--- config.mk ---
export PLATFORM = sky130hd
export DESIGN_NAME = point_profile_reader_flat
export DESIGN_NICKNAME = d
export VERILOG_FILES = /design/src/rtl/point_profile_reader_pkg.sv /design/src/rtl/point_profile_reader_if.sv /design/src/rtl/point_profile_reader_bounds_chk.sv /design/src/rtl/point_profile_reader.sv /design/src/flat_wrapper.sv
export SDC_FILE = /design/constraint.sdc
export NUM_CORES = 1
export LEC_CHECK = 0
export ABC_AREA = 1
export CORE_ASPECT_RATIO = 0.7
export CORE_MARGIN = 2
export CORE_UTILIZATION = 46
export CTS_BUF_LIST = sky130_fd_sc_hd__clkbuf_16
export CTS_CLUSTER_DIAMETER = 120
export DETAILED_ROUTE_END_ITERATION = 10
export PLACE_DENSITY_LB_ADDON = 0.12
export SYNTH_ARGS = -nofsm -noshare
export SYNTH_HDL_FRONTEND = slang
export SYNTH_SLANG_ARGS = --single-unit
export TNS_END_PERCENT = 100
--- constraint.sdc ---
create_clock -name clk -period 24.1 [get_ports clk]
set_input_delay 3.615 -clock clk [delete_from_list [all_inputs] [get_ports clk]]
set_output_delay 3.615 -clock clk [all_outputs]
set_load 0.005 [all_outputs]
--- src/rtl/point_profile_reader_pkg.sv ---
// Shared constants and state encoding for the point profile reader.
package point_pkg;
    localparam int PROFILE_LEN = 9;
    localparam int CENTER_IDX  = 4;
    localparam int STEP        = 3;
    localparam int IMG_W_DEF   = 640;
    localparam int IMG_H_DEF   = 480;

    typedef enum logic {
        IDLE = 1'b0,
        EMIT = 1'b1
    } state_t;
endpackage

--- src/rtl/point_profile_reader_if.sv ---
// Bus bundle between the packed-point producer, the reader and the consumer.
//
// Handshake: on both the in_* and out_* sides a transfer happens on a rising
// clk edge where valid and ready are both 1. valid never depends on ready.
// While the consumer holds out_ready low, out_valid and the out_* payload
// stay stable.
interface point_profile_reader_if #(
    parameter int width = 14
);
    logic               in_valid;
    logic               in_ready;
    logic [width*4-1:0] new_xi;
    logic [width*4-1:0] new_yi;
    logic [width*4-1:0] new_xo;
    logic [width*4-1:0] new_yo;
    logic [width-1:0]   xb_o;
    logic [width-1:0]   yb_o;
    logic               out_valid;
    logic               out_ready;
    logic [width-1:0]   out_x;
    logic [width-1:0]   out_y;
    logic [3:0]         out_idx;
    logic               out_oor;
    logic               out_last;

    modport master (
        output in_valid, new_xi, new_yi, new_xo, new_yo, xb_o, yb_o, out_ready,
        input  in_ready, out_valid, out_x, out_y, out_idx, out_oor, out_last
    );

    modport slave (
        input  in_valid, new_xi, new_yi, new_xo, new_yo, xb_o, yb_o, out_ready,
        output in_ready, out_valid, out_x, out_y, out_idx, out_oor, out_last
    );
endinterface

--- src/rtl/point_profile_reader_bounds_chk.sv ---
// Signed range check of one (x,y) point against the image rectangle.
module point_bounds_chk #(
    parameter int width = 14,
    parameter int IMG_W = 640,
    parameter int IMG_H = 480
) (
    input  logic [width-1:0] x,
    input  logic [width-1:0] y,
    output logic             oor
);
    int sx;
    int sy;

    // Coordinates are two's complement; widen with sign before comparing.
    always_comb begin
        sx  = int'($signed(x));
        sy  = int'($signed(y));
        oor = (sx < 0) || (sx >= IMG_W) || (sy < 0) || (sy >= IMG_H);
    end
endmodule

--- src/rtl/point_profile_reader.sv ---
// Captures one packed 9-point normal profile and emits it point by point,
// innermost first, with a running count of completed profiles.
module point_profile_reader
    import point_pkg::*;
#(
    parameter int width = 14,
    parameter int IMG_W = IMG_W_DEF,
    parameter int IMG_H = IMG_H_DEF
) (
    input  logic                         clk,
    input  logic                         rst,
    point_profile_reader_if.slave        bus,
    output logic [15:0]                  prof_cnt,
    output state_t                       state_dbg
);
    localparam logic [3:0] LAST = 4'(PROFILE_LEN - 1);

    state_t           state_q, state_d;
    logic [3:0]       idx_q, idx_d;
    logic [15:0]      prof_cnt_q;
    logic             load;
    logic             cnt_inc;
    logic             in_rdy;
    logic             emit;
    logic             oor_raw;
    logic [width-1:0] cap_x [PROFILE_LEN];
    logic [width-1:0] cap_y [PROFILE_LEN];
    logic [width-1:0] sel_x, sel_y;

    // State, position and profile counter registers.
    always_ff @(posedge clk) begin
        if (rst) begin
            state_q    <= IDLE;
            idx_q      <= '0;
            prof_cnt_q <= '0;
        end else begin
            state_q <= state_d;
            idx_q   <= idx_d;
            if (cnt_inc) prof_cnt_q <= prof_cnt_q + 16'd1;
        end
    end

    // Capture register stored in emission order: inner points reversed,
    // boundary in the middle, outer points ascending.
    always_ff @(posedge clk) begin
        if (rst) begin
            for (int i = 0; i < PROFILE_LEN; i++) begin
                cap_x[i] <= '0;
                cap_y[i] <= '0;
            end
        end else if (load) begin
            for (int k = 0; k < 4; k++) begin
                cap_x[CENTER_IDX-1-k] <= bus.new_xi[width*k +: width];
                cap_y[CENTER_IDX-1-k] <= bus.new_yi[width*k +: width];
                cap_x[CENTER_IDX+1+k] <= bus.new_xo[width*k +: width];
                cap_y[CENTER_IDX+1+k] <= bus.new_yo[width*k +: width];
            end
            cap_x[CENTER_IDX] <= bus.xb_o;
            cap_y[CENTER_IDX] <= bus.yb_o;
        end
    end

    // Next state: a new profile is only accepted when idle or while the
    // final point is leaving, so captured data is never overwritten.
    always_comb begin
        state_d = state_q;
        idx_d   = idx_q;
        in_rdy  = 1'b0;
        load    = 1'b0;
        cnt_inc = 1'b0;
        case (state_q)
            IDLE: begin
                in_rdy = 1'b1;
                if (bus.in_valid) begin
                    load    = 1'b1;
                    state_d = EMIT;
                    idx_d   = '0;
                end
            end
            EMIT: begin
                if (bus.out_ready) begin
                    if (idx_q != LAST) begin
                        idx_d = idx_q + 4'd1;
                    end else begin
                        cnt_inc = 1'b1;
                        in_rdy  = 1'b1;
                        idx_d   = '0;
                        if (bus.in_valid) load = 1'b1;
                        else state_d = IDLE;
                    end
                end
            end
            default: state_d = IDLE;
        endcase
    end

    // 9:1 point select.
    always_comb begin
        sel_x = cap_x[idx_q];
        sel_y = cap_y[idx_q];
    end

    point_bounds_chk #(
        .width(width),
        .IMG_W(IMG_W),
        .IMG_H(IMG_H)
    ) u_bounds (
        .x  (sel_x),
        .y  (sel_y),
        .oor(oor_raw)
    );

    // Outputs are forced to zero during reset and while idle.
    always_comb begin
        emit          = (state_q == EMIT) && !rst;
        bus.in_ready  = in_rdy && !rst;
        bus.out_valid = emit;
        bus.out_x     = emit ? sel_x : '0;
        bus.out_y     = emit ? sel_y : '0;
        bus.out_idx   = emit ? idx_q : '0;
        bus.out_oor   = emit && oor_raw;
        bus.out_last  = emit && (idx_q == LAST);
    end

    assign prof_cnt  = prof_cnt_q;
    assign state_dbg = state_q;
endmodule
--- src/flat_wrapper.sv ---
// flat-port wrapper written by rule: the top's interface ports become plain ports
module point_profile_reader_flat import point_pkg::*;
#(
    parameter int width = 14,
    parameter int IMG_W = IMG_W_DEF,
    parameter int IMG_H = IMG_H_DEF
)
  (clk, rst, prof_cnt, state_dbg, bus_in_valid, bus_new_xi, bus_new_yi, bus_new_xo, bus_new_yo, bus_xb_o, bus_yb_o, bus_out_ready, bus_in_ready, bus_out_valid, bus_out_x, bus_out_y, bus_out_idx, bus_out_oor, bus_out_last);
  point_profile_reader_if #(.width(width)) bus_i ();
  input  logic clk;
  input  logic rst;
  output logic [15:0] prof_cnt;
  output state_t state_dbg;
  input wire logic [$bits(bus_i.in_valid)-1:0] bus_in_valid;
  input wire logic [$bits(bus_i.new_xi)-1:0] bus_new_xi;
  input wire logic [$bits(bus_i.new_yi)-1:0] bus_new_yi;
  input wire logic [$bits(bus_i.new_xo)-1:0] bus_new_xo;
  input wire logic [$bits(bus_i.new_yo)-1:0] bus_new_yo;
  input wire logic [$bits(bus_i.xb_o)-1:0] bus_xb_o;
  input wire logic [$bits(bus_i.yb_o)-1:0] bus_yb_o;
  input wire logic [$bits(bus_i.out_ready)-1:0] bus_out_ready;
  output wire logic [$bits(bus_i.in_ready)-1:0] bus_in_ready;
  output wire logic [$bits(bus_i.out_valid)-1:0] bus_out_valid;
  output wire logic [$bits(bus_i.out_x)-1:0] bus_out_x;
  output wire logic [$bits(bus_i.out_y)-1:0] bus_out_y;
  output wire logic [$bits(bus_i.out_idx)-1:0] bus_out_idx;
  output wire logic [$bits(bus_i.out_oor)-1:0] bus_out_oor;
  output wire logic [$bits(bus_i.out_last)-1:0] bus_out_last;
  assign bus_i.in_valid = bus_in_valid;
  assign bus_i.new_xi = bus_new_xi;
  assign bus_i.new_yi = bus_new_yi;
  assign bus_i.new_xo = bus_new_xo;
  assign bus_i.new_yo = bus_new_yo;
  assign bus_i.xb_o = bus_xb_o;
  assign bus_i.yb_o = bus_yb_o;
  assign bus_i.out_ready = bus_out_ready;
  assign bus_in_ready = bus_i.in_ready;
  assign bus_out_valid = bus_i.out_valid;
  assign bus_out_x = bus_i.out_x;
  assign bus_out_y = bus_i.out_y;
  assign bus_out_idx = bus_i.out_idx;
  assign bus_out_oor = bus_i.out_oor;
  assign bus_out_last = bus_i.out_last;
  point_profile_reader #(.width(width), .IMG_W(IMG_W), .IMG_H(IMG_H)) u_core (.clk(clk), .rst(rst), .bus(bus_i), .prof_cnt(prof_cnt), .state_dbg(state_dbg));
endmodule
# After elaboration in Yosys (flattened, before gate mapping)
# Memory sizes are Yosys's and may differ from the RTL's. A register that Yosys moved wholly into a read port is not among the register bits.
# Index checks and enable logic that the tools add are counted.
[word_totals]
reg_bits = 21
latchBits = 0
ramBits = 252
rom_bits = 0
output_inout_bits = 53
word_cells = 88
mem_count = 2
[memory_table]
columns = ["memory", "words", "width", "rd", "rd_clocked_by_memory_dff", "write_ports", "line", "source"]
rows = [
  ["u_core.cap_x", 9, 14, 1, 1, 9, "point_profile_reader.sv:26", "logic [width-1:0] cap_x [PROFILE_LEN];"],
  ["u_core.cap_y", 9, 14, 1, 1, 9, "point_profile_reader.sv:27", "logic [width-1:0] cap_y [PROFILE_LEN];"],
]
[classes]
n_addsub = 2
multipliers = 0
div = 0
order_cmp = 4
eq_ne = 4
shifts = 0
mux = 45
bitwise_logic = 19
n_reduce_logical = 9
[ops]
columns = ["operator", "count"]
rows = [
  ["2-to-1 mux 14 bit", 20],
  ["2-to-1 mux 4 bit", 8],
  ["less-than comparator 14 x 1 -> 1 bit (second input constant)", 2],
  ["OR 1 bit", 18],
  ["adder 16 x 1 -> 16 bit (second input constant)", 1],
  [">= comparator 14 x 10 -> 1 bit (second input constant)", 1],
  [">= comparator 14 x 11 -> 1 bit (second input constant)", 1],
  ["2-to-1 mux 1 bit", 13],
  ["case mux 4 bit (2 select lines)", 1],
  ["case mux 1 bit (2 select lines)", 3],
  ["adder 4 x 1 -> 4 bit (second input constant)", 1],
  ["equality test 4 bit (second input constant)", 1],
  ["logical AND 1 bit", 4],
  ["inequality test 2 bit (second input constant)", 2],
  ["inequality test 4 bit (second input constant)", 1],
  ["logical OR 1 bit", 3],
  ["AND reduction 2 bit", 1],
  ["zero test 1 bit", 1],
  ["inverter 1 bit", 1],
]

# Logic depth before layout (Yosys ltp)
[depth]
depth_word = 8
depth_mapped = 13

# Modules after synthesis
# Synthesis repeated with hierarchy kept, for this count alone.
[hier_totals]
cells_unflattened = 1738
area_unflattened_um2 = 14083.5
[by_module_without_submodules]
columns = ["mod", "instances", "cells_each", "area_per_inst_um2", "seq_area_each_um2"]
rows = [
  ["point_profile_reader", 1, 1722, 14019.7, 8067.7],
  ["point_bounds_chk", 1, 16, 63.8, 0.0],
]

# Least setup slack after synthesis
# No wires, ideal clock.
[synth_path]
path_type = "input port to flip-flop"
startpoint = "input port bus_out_ready"
endpoint = "memory u_core.cap_x[0][0] (enable)"
setup_time_ps = 1214
arrival_time_ps = 21415
setup_slack_ps = 1471
stages = 4
path_buffers = 0
cell_sequence = "inv_1 > o21ai_2 > inv_2 > o21ai_0"
[synth_lines]
columns = ["item", "line", "source"]
rows = [
  ["from (decl)", "flat_wrapper.sv:21", "input wire logic [$bits(bus_i.out_ready)-1:0] bus_out_ready;"],
  ["to (decl)", "point_profile_reader.sv:26", ""],
]

# Final worst setup path
[layout_path]
startpoint = "input port rst"
endpoint = "output port bus_out_y[13]"
[layout_via]
elab_chain_cells = 3
[layout_rtl]
columns = ["item", "line", "source"]
rows = [
  ["from (decl)", "flat_wrapper.sv:11", "input logic rst;"],
  ["zero test 1 bit", "point_profile_reader.sv:115", "emit = (state_q == EMIT) && !rst;"],
  ["logical AND 1 bit", "point_profile_reader.sv:115", ""],
  ["2-to-1 mux 14 bit", "point_profile_reader.sv:119", "bus.out_y = emit ? sel_y : '0;"],
  ["to (decl)", "flat_wrapper.sv:25", "output wire logic [$bits(bus_i.out_y)-1:0] bus_out_y;"],
]
# Every way passes these cells.

==> flow_summary_export.csv <==
group,metric,value,unit
status,status,"complete, no violations",
timing,setup_viol,0,
timing,fin_ws,14910,ps
floorplan,start_util,46.9,%
layout,finalNetCount,2053,
clock_network,cts_tree,"done",
job,max-cap-violations,0,
worst_setup_path,path_buf_inv,3,
pwr,leakagePower,7.94,nW
route,wl_per_cell,17.1,um
layout,n_fill_cell,2509,
route,totalWireLength,37.6,mm
floorplan,row_count,52,
yosys,seq_area_frac_synth,59.4,%
route,drtIter0Drc,892,
yosys,synth_ff_type,"edfxtp_1",
clock_network,cts_buffers,29,
clock_network,clkLatencyLatePin,550,ps
yosys,synth_top_area_share,55.7,%
worst_hold_path,hold_path.class,"reg -> reg",
timing,worst-slew-pin-transition,1100,ps
route,drtAntennaViolNets,0,
yosys,synth_edf_count,252,
pwr,finalPower,0.00112,W
placement,dp_slack,14950,ps
worst_setup_path,path_delay_family,"buffers and inverters",
layout,drive_gt1_share,5.01,%
timing,fmax,109,MHz
worst_setup_path,path_class,"in -> out",
floorplan,io-pin-count,309,
yosys,yosys_warnings,0,
worst_setup_path,crit_chain,"clkdlybuf4s50_1 -> nor2_1 -> inv_1 -> nor2_1 -> clkdlybuf4s50_1",
timing,skew,12.7,ps
global_route,antenna_found_initial,3,
worst_setup_path,critPathMaxFanout,22,
yosys,postSynthCellCount,1524,
yosys,synth_area,13600,um2
global_route,grt_pass1_wl,57.2,mm
yosys,syn_avg_cell_area,8.91,um2
worst_setup_path,arrival,5570,ps
route,drc,0,
clock_network,clk_pin_slew,60,ps
pwr,ir_drop,0.0475,mV
timing,holdWs,491,ps
yosys,synth_fp_nets,1783,
yosys,synth-async-reset-ratio,0,%
timing,max_slew_margin,26.7,%
worst_setup_path,cpPeakStageDelay,710,ps
placement,gp_congestion,0.863,
placement,hpwl,25.2,mm
yosys,yosys.area.top_type,"edfxtp_1",
yosys,synth_seq_cells,277,
pwr,p_per_area,63.8,nW/um2
floorplan,fp.dieH,148,um
worst_setup_path,cp-start-kind,"primary input",
yosys,synth_cell_types,33,
clock_network,clock_path_buffers,3,
global_route,grt_pass1_vias,10249,
timing,fin_crit_sh,38.1,%
clock_network,clock-sinks,277,
global_route,track_usage,24.2,%
yosys,yosysMostFrequentCell,"inv_1",
global_route,grt_max_degree,181,
yosys,synthTopCellsByCount,"inv_1, nor2_1, edfxtp_1",
clock_network,cts_resized,0,
yosys,yosys-top-cells-area,"edfxtp_1, inv_1, nor2_1",
layout,syn_to_final_growth,29.4,%
clock_network,ctsHoldBuffers,0,
worst_setup_path,required,20480,ps
route,viasPerCell,4.85,
timing,period_needed,9190,ps
timing,drv_slew,0,
route,vias,10646,
clock_network,cts_setup_buffers,0,
timing,final-hold-violation-count,0,
clock_network,htreeDepth,1,
placement,io_buffers,308,
global_route,overflow,0,
worst_setup_path,end_kind,"output port",
timing,rsz0062_at_grt,"no",
timing,tns,0,ps
floorplan,dieArea,30900,um2
route,detail_route.first_pass.iterations,5,
floorplan,core_area,29000,um2
worst_setup_path,cp_slowest_cell,"clkdlybuf4s50_1",
clock_network,root_buffer,"clkbuf_16",
floorplan,die_width,209,um
==> through the flow <==
step	utilization (%)	instance area, um2	std cells
final	60.7	17600	2196
after global routing	60.7	17600	2196
after CTS	60.7	17600	2194
after detailed placement	57.6	16700	2141
after global placement	57.6	16700	2141
after floorplan	-	13600	1524
==> cell usage in the layout, fill, tap and decap left out, types with 10 or more instances in the layout <==
master             n
a21oi_1           39
buf_4             10
clkbuf_16         29
clkdlybuf4s50_1  308
dfxtp_1           23
edfxtp_1         252
inv_1            338
nand2_1          242
nand3_1           88
nor2_1           323
nor2_2            20
o211ai_1          15
o21ai_0           46
o21ai_1           11
o22ai_1           12
==> layout make-up <==
| cell class | count | area, um2 | area share (%) |
|---|---|---|---|
| clock inverter | 24 | 155 | 0.883 |
| multi-input combinational | 833 | 3710 | 21.1 |
| clock buffer | 29 | 726 | 4.13 |
| inverter | 334 | 1260 | 7.15 |
| tap | 378 | 473 | 2.69 |
| timing repair buffer | 319 | 3180 | 18.1 |
| sequential | 277 | 8070 | 45.9 |
| antenna | 2 | 5.00 | 0.0285 |
==> final timing paths <==
check	from	endpoint	slack (ps)	depth (start not counted)
max	rst	bus_out_y[13]	14910	5
min	u_core.prof_cnt[12]	u_core.prof_cnt[12]	490	2
max reg2reg	u_core.idx_q[0]	u_core.cap_y[3][3]	20790	8
min reg2reg	u_core.prof_cnt[12]	u_core.prof_cnt[12]	490	2
==> routing by layer <==
metal,vias up,part of all wire (%),global-route usage (%)
met4,2,2.7,6.57
met2,345,42,34.8
met5,-,0.021,0
met3,63,7.8,5.99
met1,4946,47,36.4
li1,5290,-,-
==> power breakdown <==
part	internal, W	switching (W)
logic	0.0000616	0.0000682
clock network	0.000238	0.000183
registers	0.000560	0.0000101
==> registers in the layout, summed over array words and instances (netlist names), named ones only <==
| name | cells |
|---|---|
| u_core.cap_x | 126 |
| u_core.cap_y | 126 |
| u_core.prof_cnt | 16 |
| u_core.idx_q | 4 |
| u_core.state_dbg | 1 |
==> logic make-up (layout without fill, tap and decap cells) <==
family                     after synthesis  count (layout)  share of synthesized area (%)
xor gates and xnor gates                 1               1                         0.0645
adders and majority gates                3               3                          0.276
buffers and inverters                  414             706                           13.5
AOI/OAI and AO/OA                      142             142                           6.09
other                                    0               2                              0
DFF                                    277             277                           59.4
and+or+nand+nor                        687             687                           20.7
==> worst min-delay path, cell delays in order (launching register included) <==
cell	delay, ps
dfxtp_1	340
inv_1	60
a21oi_1	50
No activity file was read; power rests on OpenSTA's default activity.
